[src/rtl/wb_arb_if.sv]
// Bus bundle for wb_port_arbiter: two requester channels in, one buffered
// write-back channel out. The arbiter takes the slave modport; whatever
// drives requests and consumes write-backs takes the master modport.
interface wb_arb_if #(
  parameter int DATA_W = 32,
  parameter int TAG_W  = 5
);
  logic              in0_valid;
  logic [DATA_W-1:0] in0_data;
  logic [TAG_W-1:0]  in0_tag;
  logic              in0_ready;
  logic              in1_valid;
  logic [DATA_W-1:0] in1_data;
  logic [TAG_W-1:0]  in1_tag;
  logic              in1_ready;
  logic              mux_sel;
  logic              out_valid;
  logic [DATA_W-1:0] out_data;
  logic [TAG_W-1:0]  out_tag;
  logic              out_src;
  logic              out_ready;

  modport slave (
    input  in0_valid, in0_data, in0_tag, in1_valid, in1_data, in1_tag, out_ready,
    output in0_ready, in1_ready, mux_sel, out_valid, out_data, out_tag, out_src
  );

  modport master (
    output in0_valid, in0_data, in0_tag, in1_valid, in1_data, in1_tag, out_ready,
    input  in0_ready, in1_ready, mux_sel, out_valid, out_data, out_tag, out_src
  );
endinterface

[src/rtl/wb_port_arbiter.sv]
// Two-requester arbiter for the shared register-file write-back port.
// Picks a winner combinationally (mux_sel) and captures it into a one-entry
// output buffer handshaked with the write-back stage.
// Optional macro WB_ARB_FIXED_PRIO_EN: a both-valid tie always goes to port 0
// (port 1 may starve). Default build is round-robin.
module wb_port_arbiter #(
  parameter int DATA_W = 32,
  parameter int TAG_W  = 5
) (
  input  logic      clk,
  input  logic      rst,
  wb_arb_if.slave   bus
);

  typedef enum logic {EMPTY = 1'b0, FULL = 1'b1} state_t;

  state_t            state_q, state_d;
  logic              last_grant_q;
  logic              grant;
  logic              can_accept;
  logic              accept;
  logic [DATA_W-1:0] data_q;
  logic [TAG_W-1:0]  tag_q;
  logic              src_q;

  // Grant decision; with nobody requesting (or in reset) the selector parks on last_grant.
  always_comb begin
    grant = last_grant_q;
    if (!rst) begin
      if (bus.in0_valid && bus.in1_valid) begin
`ifdef WB_ARB_FIXED_PRIO_EN
        grant = 1'b0;
`else
        grant = ~last_grant_q;
`endif
      end else if (bus.in0_valid) begin
        grant = 1'b0;
      end else if (bus.in1_valid) begin
        grant = 1'b1;
      end
    end
  end

  // A slot is free when empty or when the current entry drains this cycle.
  always_comb begin
    can_accept = !rst && ((state_q == EMPTY) || bus.out_ready);
    accept     = can_accept && (bus.in0_valid || bus.in1_valid);
  end

  // Buffer occupancy next state; drain and refill in the same cycle keeps it FULL.
  always_comb begin
    state_d = state_q;
    case (state_q)
      EMPTY:   if (accept) state_d = FULL;
      FULL:    if (accept) state_d = FULL;
               else if (bus.out_ready) state_d = EMPTY;
      default: state_d = EMPTY;
    endcase
  end

  // Occupancy register.
  always_ff @(posedge clk) begin
    if (rst) state_q <= EMPTY;
    else     state_q <= state_d;
  end

  // Capture winner and remember who won; idle or stalled cycles leave last_grant alone.
  always_ff @(posedge clk) begin
    if (rst) begin
      data_q       <= '0;
      tag_q        <= '0;
      src_q        <= 1'b0;
      last_grant_q <= 1'b1;
    end else if (accept) begin
      data_q       <= grant ? bus.in1_data : bus.in0_data;
      tag_q        <= grant ? bus.in1_tag  : bus.in0_tag;
      src_q        <= grant;
      last_grant_q <= grant;
    end
  end

  assign bus.mux_sel   = grant;
  assign bus.in0_ready = can_accept && !grant && bus.in0_valid;
  assign bus.in1_ready = can_accept &&  grant && bus.in1_valid;
  assign bus.out_valid = (state_q == FULL);
  assign bus.out_data  = data_q;
  assign bus.out_tag   = tag_q;
  assign bus.out_src   = src_q;

endmodule

[src/flat_wrapper.sv]
// flat-port wrapper written by rule: the top's interface ports become plain ports
module wb_port_arbiter_flat 
#(
  parameter int DATA_W = 32,
  parameter int TAG_W  = 5
)
  (clk, rst, bus_in0_valid, bus_in0_data, bus_in0_tag, bus_in1_valid, bus_in1_data, bus_in1_tag, bus_out_ready, bus_in0_ready, bus_in1_ready, bus_mux_sel, bus_out_valid, bus_out_data, bus_out_tag, bus_out_src);
  wb_arb_if #(.DATA_W(DATA_W), .TAG_W(TAG_W)) bus_i ();
  input  logic clk;
  input  logic rst;
  input wire logic [$bits(bus_i.in0_valid)-1:0] bus_in0_valid;
  input wire logic [$bits(bus_i.in0_data)-1:0] bus_in0_data;
  input wire logic [$bits(bus_i.in0_tag)-1:0] bus_in0_tag;
  input wire logic [$bits(bus_i.in1_valid)-1:0] bus_in1_valid;
  input wire logic [$bits(bus_i.in1_data)-1:0] bus_in1_data;
  input wire logic [$bits(bus_i.in1_tag)-1:0] bus_in1_tag;
  input wire logic [$bits(bus_i.out_ready)-1:0] bus_out_ready;
  output wire logic [$bits(bus_i.in0_ready)-1:0] bus_in0_ready;
  output wire logic [$bits(bus_i.in1_ready)-1:0] bus_in1_ready;
  output wire logic [$bits(bus_i.mux_sel)-1:0] bus_mux_sel;
  output wire logic [$bits(bus_i.out_valid)-1:0] bus_out_valid;
  output wire logic [$bits(bus_i.out_data)-1:0] bus_out_data;
  output wire logic [$bits(bus_i.out_tag)-1:0] bus_out_tag;
  output wire logic [$bits(bus_i.out_src)-1:0] bus_out_src;
  assign bus_i.in0_valid = bus_in0_valid;
  assign bus_i.in0_data = bus_in0_data;
  assign bus_i.in0_tag = bus_in0_tag;
  assign bus_i.in1_valid = bus_in1_valid;
  assign bus_i.in1_data = bus_in1_data;
  assign bus_i.in1_tag = bus_in1_tag;
  assign bus_i.out_ready = bus_out_ready;
  assign bus_in0_ready = bus_i.in0_ready;
  assign bus_in1_ready = bus_i.in1_ready;
  assign bus_mux_sel = bus_i.mux_sel;
  assign bus_out_valid = bus_i.out_valid;
  assign bus_out_data = bus_i.out_data;
  assign bus_out_tag = bus_i.out_tag;
  assign bus_out_src = bus_i.out_src;
  wb_port_arbiter #(.DATA_W(DATA_W), .TAG_W(TAG_W)) u_core (.clk(clk), .rst(rst), .bus(bus_i));
endmodule
[config.mk]
export PLATFORM = sky130hd
export DESIGN_NAME = wb_port_arbiter_flat
export DESIGN_NICKNAME = d
export VERILOG_FILES = /design/src/rtl/wb_arb_if.sv /design/src/rtl/wb_port_arbiter.sv /design/src/flat_wrapper.sv
export SDC_FILE = /design/constraint.sdc
export NUM_CORES = 1
export LEC_CHECK = 0
export CORE_UTILIZATION = 38
export DETAILED_ROUTE_END_ITERATION = 12
export GPL_TIMING_DRIVEN = 0
export PLACE_DENSITY = 0.93
export SLEW_MARGIN = 20
export SYNTH_ARGS = -nofsm -noshare
export SYNTH_HDL_FRONTEND = slang
export SYNTH_SLANG_ARGS = --single-unit
[constraint.sdc]
create_clock -name clk -period 2.9 [get_ports clk]
set_clock_uncertainty 0.1 [all_clocks]
set_input_delay 0.58 -clock clk [delete_from_list [all_inputs] [get_ports clk]]
set_output_delay 0.58 -clock clk [all_outputs]
set_load 0.005 [all_outputs]
==> impl_metrics.csv <==
group,metric,value,unit
synth,synth_cell_types,21,
critical_path,rrSetupSlack,1.21,ns
critical_path,worstPathMaxFanout,3,
pwr,seq_power_share,0.436,
global_route,globalRoute.busiestLayer,"met2",
synth,yosysWarnings,0,
global_route,use_met1,0.226,
placement,place_congestion,0.706,
die,core.rowCount,24,
global_route,gr-usage-met2,0.420,
critical_path,crit_path_end_kind,"output pin",
global_route,antenna_found_initial,1,
run_status,status,"finished, final reports clean",
synth,synth.net_count,265,
timing,fin_tns_setup,0,ns
critical_path,path_cells,"clkdlybuf4s50_1 > nand2b_1 > and2_1 > nand3_1 > inv_1 > clkdlybuf4s50_1",
critical_path,cp.required,2.22,ns
die,die_w,70.1,um
hold_path,worstHoldPathType,"flip-flop to flip-flop",
pwr,netSwitchingFraction,0.253,
timing,hold_viol_final,0,
synth,synth-async-reset-ratio,0,
placement,io_buffers,120,
global_route,grt.total_usage,0.221,
die,die_h,70.1,um
synth,syn_area,1760,sq um
global_route,grt_util_met3,0.0534,
hold_path,holdPathEnd,"u_core.bus.out_data[4]",
clock_tree,cts_buffers,5,
routing,wl_per_cell,14.1,um
critical_path,r2r_cells,7,
synth,ys.flop_type,"dfxtp_1",
global_route,grt_pass1_wl,8.57,mm
timing,fmax,0.358,GHz
critical_path,cp_slowest_cell,"clkdlybuf4s50_1",
die,dieArea,4910,sq um
critical_path,path_class,"input pin to output pin",
routing,drc,0,
global_route,grt_pass1_vias,1898,
pwr,p_int,1.11,mW
clock_tree,cts_buffer_depth,2,
pwr,peakVddDrop,0.256,mV
timing,slew_headroom,0.694,
synth,synth_area_leaders,"dfxtp_1 (45%), mux2i_1 (21%), nand3_1 (11%), o21ai_0 (5.4%), o21ai_1 (5.4%)",
global_route,grt_overflow,0,
flow_run,maxCapViolations,0,
routing,drtPass1Iterations,4,
critical_path,cp-start-kind,"input pin",
routing,via_per_inst,5.05,
cells_and_area,seqCellArea,801,sq um
synth,syn_inst,186,
synth,synth_edf_count,0,
routing,first_iter_violations,73,
synth,synth_top_cell_area_share,0.455,
timing,maxSlewViolCount,0,
hold_path,min_from,"u_core.bus.out_data[4]",
critical_path,rr_endpoint,"u_core.bus.out_data[31]",
pwr,finalPower,1.48,mW
global_route,grt_max_degree,12,
clock_tree,insertion_delay,0.29,ns
synth,avgSynthCellArea,9.46,sq um
clock_tree,cts.reportedPaths.clkPinSlew,0.07,ns
synth,ys_seq_elements,40,
critical_path,cp.arrival,2.11,ns
timing,fin_crit_sh,0.962,
routing,final_antenna_net_count,0,
routing,finalWirelength,5.19,mm
clock_tree,cts_tree,"built",
cells_and_area,final_area,3130,sq um
pwr,pwr-share-clk,0.251,
clock_tree,clk_root_buffer_cell,"clkbuf_8",
critical_path,rr_startpoint,"u_core.last_grant_q",
critical_path,cpMostUsedCell,"clkdlybuf4s50_1",
synth,synth.most_common_cell,"dfxtp_1",
pwr,leakage,1.28,nW
cells_and_area,num-nets-final,393,
timing,layout_min_cycle_time,2.79,ns
die,fp.coreArea,4410,sq um
clock_tree,htree_levels,2,
timing,setup_viol_count_final,0,
cells_and_area,multi_input_comb_area,838,sq um
synth,yosysTopAreaCell,"dfxtp_1",
timing,tightest_slew,0.459,ns
pwr,p_sw,375,uW
pwr,p_per_area,473,nW/um^2
cells_and_area,area_growth,77.9,%
synth,synth_common_cells,"dfxtp_1 (40), nand3_1 (38), mux2i_1 (37)",
hold_path,whs_path_depth,2,
clock_tree,cts_sinks,40,
synth,ys_seq_area_frac,0.455,
placement,place_area,3030,sq um
die,start_util,0.399,
placement,dp_hpwl,4.08,mm
routing,vias,1860,
cells_and_area,fillers,339,
pwr,comb_power_share,0.313,
cells_and_area,drive_above_1_share,0.0571,
critical_path,max_stage_delay,0.52,ns
timing,rsz0062_at_grt,"false",
die,pin_count,121,
-- area by class of cell --
| class | count | area share |
|---|---|---|
| timing repair buffer | 121 | 0.388 |
| multi-input combinational | 127 | 0.268 |
| sequential | 40 | 0.256 |
| buffer | 16 | 0.0352 |
| clock buffer | 8 | 0.0288 |
| tap | 52 | 0.0208 |
| inverter | 3 | 0.00360 |
| antenna | 1 | 0.000799 |
-- power by group through the flow --
stage | combinational [mW] | sequential (mW) | clock (mW)
global route | 0.498 | 0.655 | 0.411
global placement | 0.453 | 0.654 | 0
finish | 0.463 | 0.646 | 0.371
detailed placement | 0.464 | 0.658 | 0
floorplan | 0.182 | 0.663 | 0
CTS | 0.469 | 0.646 | 0.381
-- worst max path at each step --
stage	slack, ns	to	start
floorplan	0.94	bus_mux_sel	rst
global placement	-0.1	bus_mux_sel	rst
detailed placement	-0.10	bus_mux_sel	rst
CTS	0.002	bus_mux_sel	rst
global route	0.07	bus_in1_ready	bus_out_ready
finish	0.11	bus_in1_ready	bus_out_ready
-- critical path, delay by kind of cell --
kind	cells	cell delay, ns
buffers and inverters	3	1.07
AND/OR/NAND/NOR	3	0.45
-- routing by layer --
layer	up-vias	part of all wire
li1	922	-
met1	851	0.38
met3	12	0.064
met5	-	0
met2	75	0.53
met4	0	0.025
-- cells in the final DEF (no fill, tap or decap) --
cell type	netlist	layout
clkdlybuf4s50_1	0	118
dfxtp_1	40	40
nand3_1	38	38
mux2i_1	37	37
o21ai_1	19	19
o21ai_0	19	19
clkbuf_1	6	8
clkbuf_8	0	6
buf_2	5	5
inv_1	3	3
nand2_1	3	3
nor2_1	2	2
buf_12	2	2
nand2b_1	2	2
a21oi_1	2	2
buf_4	1	2
dlymetal6s2s_1	0	2
diode_2	0	1
nand2b_4	1	1
a22oi_2	1	1
buf_6	1	1
and2_1	1	1
and3_1	1	1
o211ai_1	1	1
buf_1	1	1
-- flip-flops by register name, summed over array words and instances, names as in the netlist --
register,flops
u_core.bus.out_valid,1
u_core.bus.out_tag,5
u_core.last_grant_q,1
u_core.bus.out_src,1
u_core.bus.out_data,32
-- logic make-up (layout without fill, tap and decap cells) --
family,count (synthesis),in the layout,synth area share
AO/OA/AOI/OAI,42,42,0.125
buffers and inverters,19,148,0.0689
flip-flops,40,40,0.455
multiplexers,37,37,0.210
other,0,1,0
AND/OR/NAND/NOR,48,48,0.141
-- stage by stage --
| stage | setup slack, ns | std cells | utilization | hold slack [ns] |
|---|---|---|---|---|
| floorplan | 0.940 | 186 | - | 0.347 |
| global placement | -0.0981 | 358 | 0.686 | 0.344 |
| detailed placement | -0.104 | 358 | 0.686 | 0.354 |
| CTS | 0.00242 | 367 | 0.708 | 0.366 |
| global route | 0.0729 | 368 | 0.709 | 0.386 |
| finish | 0.109 | 368 | 0.709 | 0.365 |
-- timing repair --
item / in CTS / in global routing
buffers inserted: 1 / 0
endpoints found under the setup margin: 1 / 1
resized for setup: 0 / 2
hold buffers: 0 / 0
(Power assumes the default switching activity.)
